### src/rtl/regfile_wb_queue.sv
// -----------------------------------------------------------------------------
// regfile_wb_queue
//
// Write-side front end for the 3-read/1-write register file. Two writeback
// producers share the file's single write port:
//   - primary (ALU) writes, which are never stalled and always win the port;
//   - secondary (load, mul/div) writes, taken with a valid/ready handshake and
//     buffered in a small FIFO until the port is free.
// A primary write to R is program-newer than anything queued, so queued (and
// same-cycle) secondary writes to R are killed. A killed slot is still popped,
// but it produces no write.
// Per-read-index pending flags let decode stall on a register whose newest
// value has not yet reached the file.
//
// Optional feature (macro WB_BYPASS_EN): when the FIFO is empty and no primary
// write is present, an accepted secondary write goes straight to the output
// register instead of being enqueued.
//
// Parameters:
//   DEPTH      secondary FIFO entries (power of two, >= 2)
//   PTR_W      log2(DEPTH)
//
// Ports:
//   CLK                  clock, rising edge
//   RESET                asynchronous, active-low reset
//   PriValid/Reg/Data    primary writeback (present this cycle)
//   SecValid/Reg/Data    secondary writeback offer
//   SecReady             secondary writeback can be accepted (Count != DEPTH)
//   RegA/B/C             decode read indices
//   PendA/B/C            indexed register has an uncommitted write
//   WbWrite/Reg/Data     registered register-file write port
//   Count                FIFO occupancy, killed entries included
// -----------------------------------------------------------------------------
module regfile_wb_queue #(
  parameter int DEPTH = 4,
  parameter int PTR_W = 2
) (
  input  logic             CLK,
  input  logic             RESET,
  input  logic             PriValid,
  input  logic [4:0]       PriReg,
  input  logic [31:0]      PriData,
  input  logic             SecValid,
  output logic             SecReady,
  input  logic [4:0]       SecReg,
  input  logic [31:0]      SecData,
  input  logic [4:0]       RegA,
  input  logic [4:0]       RegB,
  input  logic [4:0]       RegC,
  output logic             PendA,
  output logic             PendB,
  output logic             PendC,
  output logic             WbWrite,
  output logic [4:0]       WbReg,
  output logic [31:0]      WbData,
  output logic [PTR_W:0]   Count
);

  localparam logic [PTR_W:0] FullCount = (PTR_W + 1)'(DEPTH);

  // FIFO storage. A valid bit of 1 implies the slot is occupied: valid is
  // cleared on pop and on kill, so pending lookups need no occupancy mask.
  logic [DEPTH-1:0] entryValid;
  logic [4:0]       entryReg  [DEPTH];
  logic [31:0]      entryData [DEPTH];
  logic [PTR_W-1:0] head;
  logic [PTR_W-1:0] tail;

  // Per-edge decisions.
  logic priTake;
  logic secAccept;
  logic bypass;
  logic push;
  logic pushValid;
  logic pop;

  assign SecReady  = (Count != FullCount);
  assign priTake   = PriValid && (PriReg != 5'd0);
  assign secAccept = SecValid && SecReady;

`ifdef WB_BYPASS_EN
  assign bypass = secAccept && (SecReg != 5'd0) && !priTake && (Count == '0);
`else
  assign bypass = 1'b0;
`endif

  // Register-0 secondary writes complete the handshake but are dropped here.
  assign push      = secAccept && (SecReg != 5'd0) && !bypass;
  // A same-cycle primary write to the same register is newer: enqueue killed.
  assign pushValid = !(priTake && (PriReg == SecReg));
  assign pop       = !priTake && (Count != '0);

  // NOTE: only the control state (valid bits, pointers, count, outputs) is
  // reset; the reg/data payload is qualified by valid, so it needs no reset.
  always_ff @(posedge CLK) begin
    if (push) begin
      entryReg[tail]  <= SecReg;
      entryData[tail] <= SecData;
    end
  end

  // NOTE: sequential state uses non-blocking assignments only, so several
  // updates to one valid bit in this block resolve as "last assignment wins"
  // without creating ordering races with other processes.
  always_ff @(posedge CLK or negedge RESET) begin
    if (!RESET) begin
      entryValid <= '0;
      head       <= '0;
      tail       <= '0;
      Count      <= '0;
      WbWrite    <= 1'b0;
      WbReg      <= 5'd0;
      WbData     <= 32'd0;
    end else begin
      // Kill stored entries overtaken by the primary write.
      if (priTake) begin
        for (int i = 0; i < DEPTH; i++) begin
          if (entryReg[i] == PriReg) entryValid[i] <= 1'b0;
        end
      end
      if (pop)  entryValid[head] <= 1'b0;
      // When full no push happens; otherwise tail never aliases a stored
      // entry, so this cannot clobber a kill or pop above.
      if (push) entryValid[tail] <= pushValid;

      if (pop)  head <= head + 1'b1;
      if (push) tail <= tail + 1'b1;

      case ({push, pop})
        2'b10:   Count <= Count + 1'b1;
        2'b01:   Count <= Count - 1'b1;
        default: Count <= Count;
      endcase

      // Output write port; WbReg/WbData hold when nothing is committed.
      if (priTake) begin
        WbWrite <= 1'b1;
        WbReg   <= PriReg;
        WbData  <= PriData;
      end else if (pop) begin
        WbWrite <= entryValid[head];
        if (entryValid[head]) begin
          WbReg  <= entryReg[head];
          WbData <= entryData[head];
        end
      end else if (bypass) begin
        WbWrite <= 1'b1;
        WbReg   <= SecReg;
        WbData  <= SecData;
      end else begin
        WbWrite <= 1'b0;
      end
    end
  end

  // Pending flags. The output register counts as pending because the file
  // only takes the write at the next edge, so its read port is stale now.
  // NOTE: every output gets a default at the top of the block so no path
  // leaves it unassigned, which would infer a latch.
  always_comb begin
    PendA = 1'b0;
    PendB = 1'b0;
    PendC = 1'b0;
    for (int i = 0; i < DEPTH; i++) begin
      if (entryValid[i] && (entryReg[i] == RegA)) PendA = 1'b1;
      if (entryValid[i] && (entryReg[i] == RegB)) PendB = 1'b1;
      if (entryValid[i] && (entryReg[i] == RegC)) PendC = 1'b1;
    end
    if (WbWrite && (WbReg == RegA)) PendA = 1'b1;
    if (WbWrite && (WbReg == RegB)) PendB = 1'b1;
    if (WbWrite && (WbReg == RegC)) PendC = 1'b1;
    if (RegA == 5'd0) PendA = 1'b0;
    if (RegB == 5'd0) PendB = 1'b0;
    if (RegC == 5'd0) PendC = 1'b0;
  end

endmodule

### config.mk
export PLATFORM = sky130hd
export DESIGN_NAME = regfile_wb_queue
export DESIGN_NICKNAME = d
export VERILOG_FILES = /design/src/rtl/regfile_wb_queue.sv
export SDC_FILE = /design/constraint.sdc
export NUM_CORES = 1
export LEC_CHECK = 0
export ABC_CLOCK_PERIOD_IN_PS = 4200
export BUFFER_PORTS_ARGS = -buffer_cell sky130_fd_sc_hd__buf_2
export CORE_MARGIN = 2
export CORE_UTILIZATION = 45
export DETAILED_ROUTE_END_ITERATION = 8
export PLACE_DENSITY = 0.65
export SLEW_MARGIN = 20
export SYNTH_ARGS = -nofsm -noshare
export SYNTH_HDL_FRONTEND = slang
export SYNTH_SLANG_ARGS = --single-unit
### constraint.sdc
create_clock -name CLK -period 4.2 [get_ports CLK]
set_input_delay 0.63 -clock CLK [delete_from_list [all_inputs] [get_ports CLK]]
set_output_delay 0.63 -clock CLK [all_outputs]
set_load 0.02 [all_outputs]
==> results of run 1 <==
## state kept, by name (all words and copies together) (netlist names)
signal / count
tail: 2
entryValid: 4
Count: 3
WbData: 32
WbReg: 5
entryData: 128
WbWrite: 1
entryReg: 20
head: 2
## cells by family after synthesis
family | Yosys count | share of synthesized area, %
buf+inv | 72 | 3.52
simple gates | 100 | 5.35
mux | 77 | 13.8
fa+ha+maj | 10 | 1.46
flops | 197 | 62.3
xor+xnor | 105 | 10.1
compound gates | 52 | 3.49
## metrics by stage
stage                     instances  setup slack [ps]  power, mW  cell area, um2  hold slack, ps
after floorplan                 613              1370       4.87            9100             334
after global placement          964              1330       5.59            9890             509
after detailed placement        964              1250       5.67            9890             511
after CTS                       996              1500       7.45           10500             381
after global routing            997              1350       7.76           10600             386
final                           998              1460       7.38           10600             343
## cells in the final DEF (no fill, tap or decap), types with 2 or more instances in the layout
cell type and n:
edfxtp_1 148, buf_2 137, xor2_1 67, dfrtp_1 47, xnor2_1 38, mux4_2 38
a21oi_1 35, mux2i_1 35, nor2_1 35, nand3_1 27, clkbuf_16 17, nor4_1 16
inv_1 11, nand2_1 10, ha_1 9, bufinv_16 5, buf_4 5, or4_1 4
mux2_2 4, clkinv_2 4, o311a_1 3, o22a_1 3, a32oi_1 3, o21ai_1 3
and2_4 2, and2_2 2, o21ai_0 2, clkbuf_8 2, inv_6 2, dfrtp_2 2
## layer usage
layer	wire length [um]	up-vias	GRT usage, %
met5	0	-	0
met2	10700	177	35.6
met4	310	0	5.53
met1	8420	2700	23.3
met3	995	29	4.41
li1	-	2447	-
## final cells by class
type | instances | area [um2]
inverter | 11 | 41.3
sequential | 197 | 5670
fill | 1698 | 9470
tap | 270 | 338
multi-input combinational | 344 | 3120
clock inverter | 12 | 199
clock buffer | 20 | 457
timing repair buffer | 143 | 743
antenna | 1 | 2.50
## worst paths after layout
kind,start,to,slack (ps),cells past startpoint
worst max register to register,entryValid[0],WbData[25],1680,5
worst min register to register,Count[0],Count[0],510,1
worst min-delay path,RESET,WbData[9],340,2
max in group asynchronous,RESET,head[0],3330,2
min in group CLK,SecData[9],entryData[0][9],420,1
worst max-delay path,entryReg[1][4],PendA,1460,6
## worst max-delay path, delay by kind of cell (launching register included)
family / cells / cell delay (ps)
and+or+nand+nor: 3 / 570
DFF: 1 / 570
xor gates and xnor gates: 1 / 240
AOI/OAI and AO/OA: 1 / 150
buffers and inverters: 1 / 150
## power by group through the flow
stage / clock network (mW) / registers (mW) / logic [mW]
after floorplan: 0 / 3.11 / 1.76
after detailed placement: 0 / 3.03 / 2.64
after global placement: 0 / 3.00 / 2.59
final: 1.79 / 2.99 / 2.61
after global routing: 1.89 / 3.04 / 2.84
after CTS: 1.81 / 2.99 / 2.65
==> run metrics, run 1 <==
Area Growth Syn to Fin=16.2%; Comb pwr share=35.3%; Max VDD drop=345 uV; worst-path cell chain=xor2_1 > nor4_1 > nand3_1 > nand3_1 > o22a_1 > buf_2; routed vias=5353; NetSw=2.50 mW; H-tree depth=4; root buf cell=clkbuf_16; Synth Warn #=0; TritonRoute pass-1 iters=5; Post-Syn Instances=613; DRC viols=0; Fin Clk Skew=7.85 ps; layout cells sized above 1=30.9%; largest net degree at the start of global routing=81; Total GRT Usage=19.6%; GR Overflow Total=0; worst skew pair latency=420 ps; crit path kind=reg -> out; Slew Limit Fails=0; slowest CP cell=edfxtp_1; endpoints failing setup=0; # nets final=817; sequential power share=40.5%; Post-CTS Repair Setup Buffers=0; detailed router's first-iteration violation count=388; CP arrival=2110 ps; Vias/cell=5.36; die width=146 um; Sink Count=197; Boundary Pins=138; post-DP HPWL=13400 um; FFs w/ async S/R, synth=24.9%; register area share after synthesis=62.3%; Setup TNS Final=0 ps; # Max-Cap Violations=0; min cycle time layout=2740 ps; crit start category=register; WL per Instance=20.4 um; switching share of total power=33.8%; Avg Inst Size Synth=14.8 um2; Worst Max-Slew Pin Slew=1080 ps; clk slew on worst S/H paths=70 ps; first-pass GRT wire length=31500 um; CTS tree=yes; Initial Util=45.4%; Power Internal=4.89 mW; Post-synth top cells=148 x edfxtp_1, 67 x xor2_1, 49 x dfrtp_1; maximum clock rate=365 MHz; die area=21400 um2; Die Ht=146 um; cell taking the most area after synthesis=edfxtp_1; RSZ-0062 raised after global routing=no; final-report hold violation count=0; initial antenna violation count=1; Util after Layout=52.8%; pwr dens=699 nW/um2; Max transition margin=28.1%; cts repair resizes=0; most numerous cell in the Yosys netlist=edfxtp_1; port bufs=137; period utilization=65.3%; Placer Congestion=0.900; synth unique cells=33; delay of the slowest critical-path stage=570 ps; worst hold path type=in -> async; EDFF count, synth=148; total leakage power=4.05 nW; area of the mapped netlist=9100 um2; row count=52; number of synthesized register bits=197; Clk network pwr share=24.2%; status=finished, final reports clean; clock buffer depth=2; CP required=3570 ps; Crit. End Element=output pin; cts-stage hold buffer count=0; Top FF cell, synth=edfxtp_1; CP max FO=5; CTS buffer count=17; top cell type's share of synthesized area=48.8%; CP most frequent cell=nand3_1; Synth area leaders=edfxtp_1 49%, dfrtp_1 13%, mux4_2 9.4%; core area=20000 um2; Post-Syn Nets=716; post-detailed-routing wire length=20400 um; Final ANT Viol Nets=0; vias in the first global route=5642
No activity file was read; power rests on OpenSTA's default activity.
==> run 2: changes to the inputs <==
--- a/config.mk
+++ b/config.mk
@@ -5,7 +5,7 @@
 export SDC_FILE = /design/constraint.sdc
 export NUM_CORES = 1
 export LEC_CHECK = 0
-export ABC_CLOCK_PERIOD_IN_PS = 4200
+export ABC_CLOCK_PERIOD_IN_PS = 2800
 export BUFFER_PORTS_ARGS = -buffer_cell sky130_fd_sc_hd__buf_2
 export CORE_MARGIN = 2
 export CORE_UTILIZATION = 45
==> constraint.sdc (replaced) <==
create_clock -name CLK -period 2.8 [get_ports CLK]
set_input_delay 0.42 -clock CLK [delete_from_list [all_inputs] [get_ports CLK]]
set_output_delay 0.42 -clock CLK [all_outputs]
set_load 0.02 [all_outputs]
==> run 2 against run 1 <==
  * First-iteration DRC count up 1.0%
  * Global-route usage up 0.27 points
  * Wire length up 0.45%
  * Flip-flop and latch count unchanged
  * Power up 47%
  * Worst hold slack worse by 230 ps
  * Clock power up 37%
  * Critical path depth unchanged
  * Die area unchanged
  * Sequential share of layout area about the same
  * Critical path type unchanged
  * Largest cell class unchanged
==> run metrics, run 2 (same netlist as run 1, synthesis figures left out) <==
status=finished, final reports clean (unchanged); Initial Util=45.4% (unchanged); most frequent cells in the layout=148 x edfxtp_1, 137 x buf_2, 67 x xor2_1 (unchanged); maximum clock rate=400 MHz; largest net degree at the start of global routing=57 (was 81); min cycle time layout=2500 ps; endpoints failing setup=0 (unchanged); max FFs per register=128 (unchanged); TritonRoute pass-1 iters=5 (unchanged); RSZ-0062 raised after global routing=no (unchanged); root buf cell=clkbuf_16 (unchanged); Boundary Pins=138 (unchanged); cts repair resizes=0 (unchanged); Fin Clk Skew=10.7 ps (was 7.85 ps); Final ANT Viol Nets=0 (unchanged); row count=52 (unchanged); die area=21400 um2 (unchanged); worst skew pair latency=430 ps (was 420 ps); CP max FO=5 (unchanged); delay of the slowest critical-path stage=540 ps (was 570 ps); Max VDD drop=718 uV (was 345 uV); Max transition margin=39.4% (was 28.1%); pwr dens=1030 nW/um2 (was 699 nW/um2); clk slew on worst S/H paths=70 ps (about the same); period utilization=89.3%; crit start category=register (unchanged); CTS tree=yes (unchanged); Crit. End Element=output pin (unchanged); routed vias=5401 (was 5353); port bufs=137 (unchanged); CP delay by family, top=simple AND/OR/NAND/NOR gates (unchanged); post-detailed-routing wire length=20500 um (was 20400 um); initial antenna violation count=0 (was 1); layout cells sized above 1=31.9% (was 30.9%); slowest CP cell=edfxtp_1 (unchanged); CTS buffer count=17 (unchanged); Die Ht=146 um (unchanged); Util after Layout=52.8% (about the same); worst setup path start=entryReg[0][3] (was entryReg[1][4]); FILL cells=1728 (was 1698); first-pass GRT wire length=32000 um (was 31500 um); Largest Register=entryData (unchanged); CP required=2380 ps (was 3570 ps); total leakage power=4.06 nW (was 4.05 nW); most common cell after layout, fill and taps aside=edfxtp_1 (unchanged); Slew Limit Fails=0 (unchanged); # Max-Cap Violations=0 (unchanged); core area=20000 um2 (unchanged); worst hold path type=in -> async (unchanged); CP arrival=2080 ps (was 2110 ps); Worst Max-Slew Pin Slew=909 ps (was 1080 ps); die width=146 um (unchanged); GR Overflow Total=0 (unchanged); WL per Instance=20.3 um (was 20.4 um); cts-stage hold buffer count=0 (unchanged); H-tree depth=4 (unchanged); r2r startpoint=Count[0] (was entryValid[0]); Placer Congestion=0.903 (was 0.900); detailed router's first-iteration violation count=392 (was 388); Buf+Inv Stages, Crit Path=1 (unchanged); Area Growth Syn to Fin=16.2% (about the same); Post-CTS Repair Setup Buffers=0 (unchanged); worst-path cell chain=xor2_1 > nor4_1 > nand3_1 > nand3_1 > o22a_1 > buf_2 (unchanged); post-DP HPWL=14000 um (was 13400 um); Setup TNS Final=0 ps (unchanged); CP most frequent cell=nand3_1 (unchanged); vias in the first global route=5611 (was 5642); clock buffer depth=2 (unchanged); Largest regs=entryData (128), WbData (32), entryReg (20) (unchanged); crit path kind=reg -> out (unchanged); # nets final=826 (was 817); Vias/cell=5.36 (about the same); Sink Count=197 (unchanged); Total GRT Usage=19.8% (was 19.6%); final-report hold violation count=0 (unchanged); DRC viols=0 (unchanged)
-- run 2: layout make-up --
type / instances / area [um2] / area share [%]
Antenna cell: 1 / 2.50 / 0.0237
Clock buffer: 18 / 450 / 4.26
Clock inverter: 14 / 158 / 1.49
Inverter: 11 / 41.3 / 0.390
Multi-Input combinational cell: 344 / 3120 / 29.5
Sequential cell: 197 / 5670 / 53.6
Tap cell: 270 / 338 / 3.19
Timing Repair Buffer: 152 / 798 / 7.55
-- run 2: stage by stage --
step                cells  setup WS, ps  hold slack, ps  instance area [um2]  power, mW
finish               1007           301             112                10600       10.9
floorplan             613           181             124                 9100       7.31
CTS                  1006           271             138                10600       11.0
global placement      974           257             501                 9970       8.43
global route         1006           131             156                10600       11.5
detailed placement    974           216             504                 9970       8.54
-- run 2: worst paths after layout --
kind	end	slack, ps	cells after the start
min in group CLK	entryData[0][15]	200	1
max reg2reg	entryData[1][14]	530	5
min	tail[0]	110	1
max in group asynchronous	WbData[0]	2010	2
max	PendC	300	6
min reg2reg	Count[2]	520	1
-- run 2: metal layers --
metal	routed length [um]	track usage [%]
met1	8390	24.3
met3	990	4.31
met4	518	8.11
met5	0	0
met2	10600	34.3
-- run 2: report_power, final --
part           leakage [nW]  internal, mW  switching, mW  total [mW]
Sequential             1.91          3.96          0.522        4.48
Clock                 0.296          1.32           1.14        2.46
Combinational          1.85          1.76           2.18        3.94
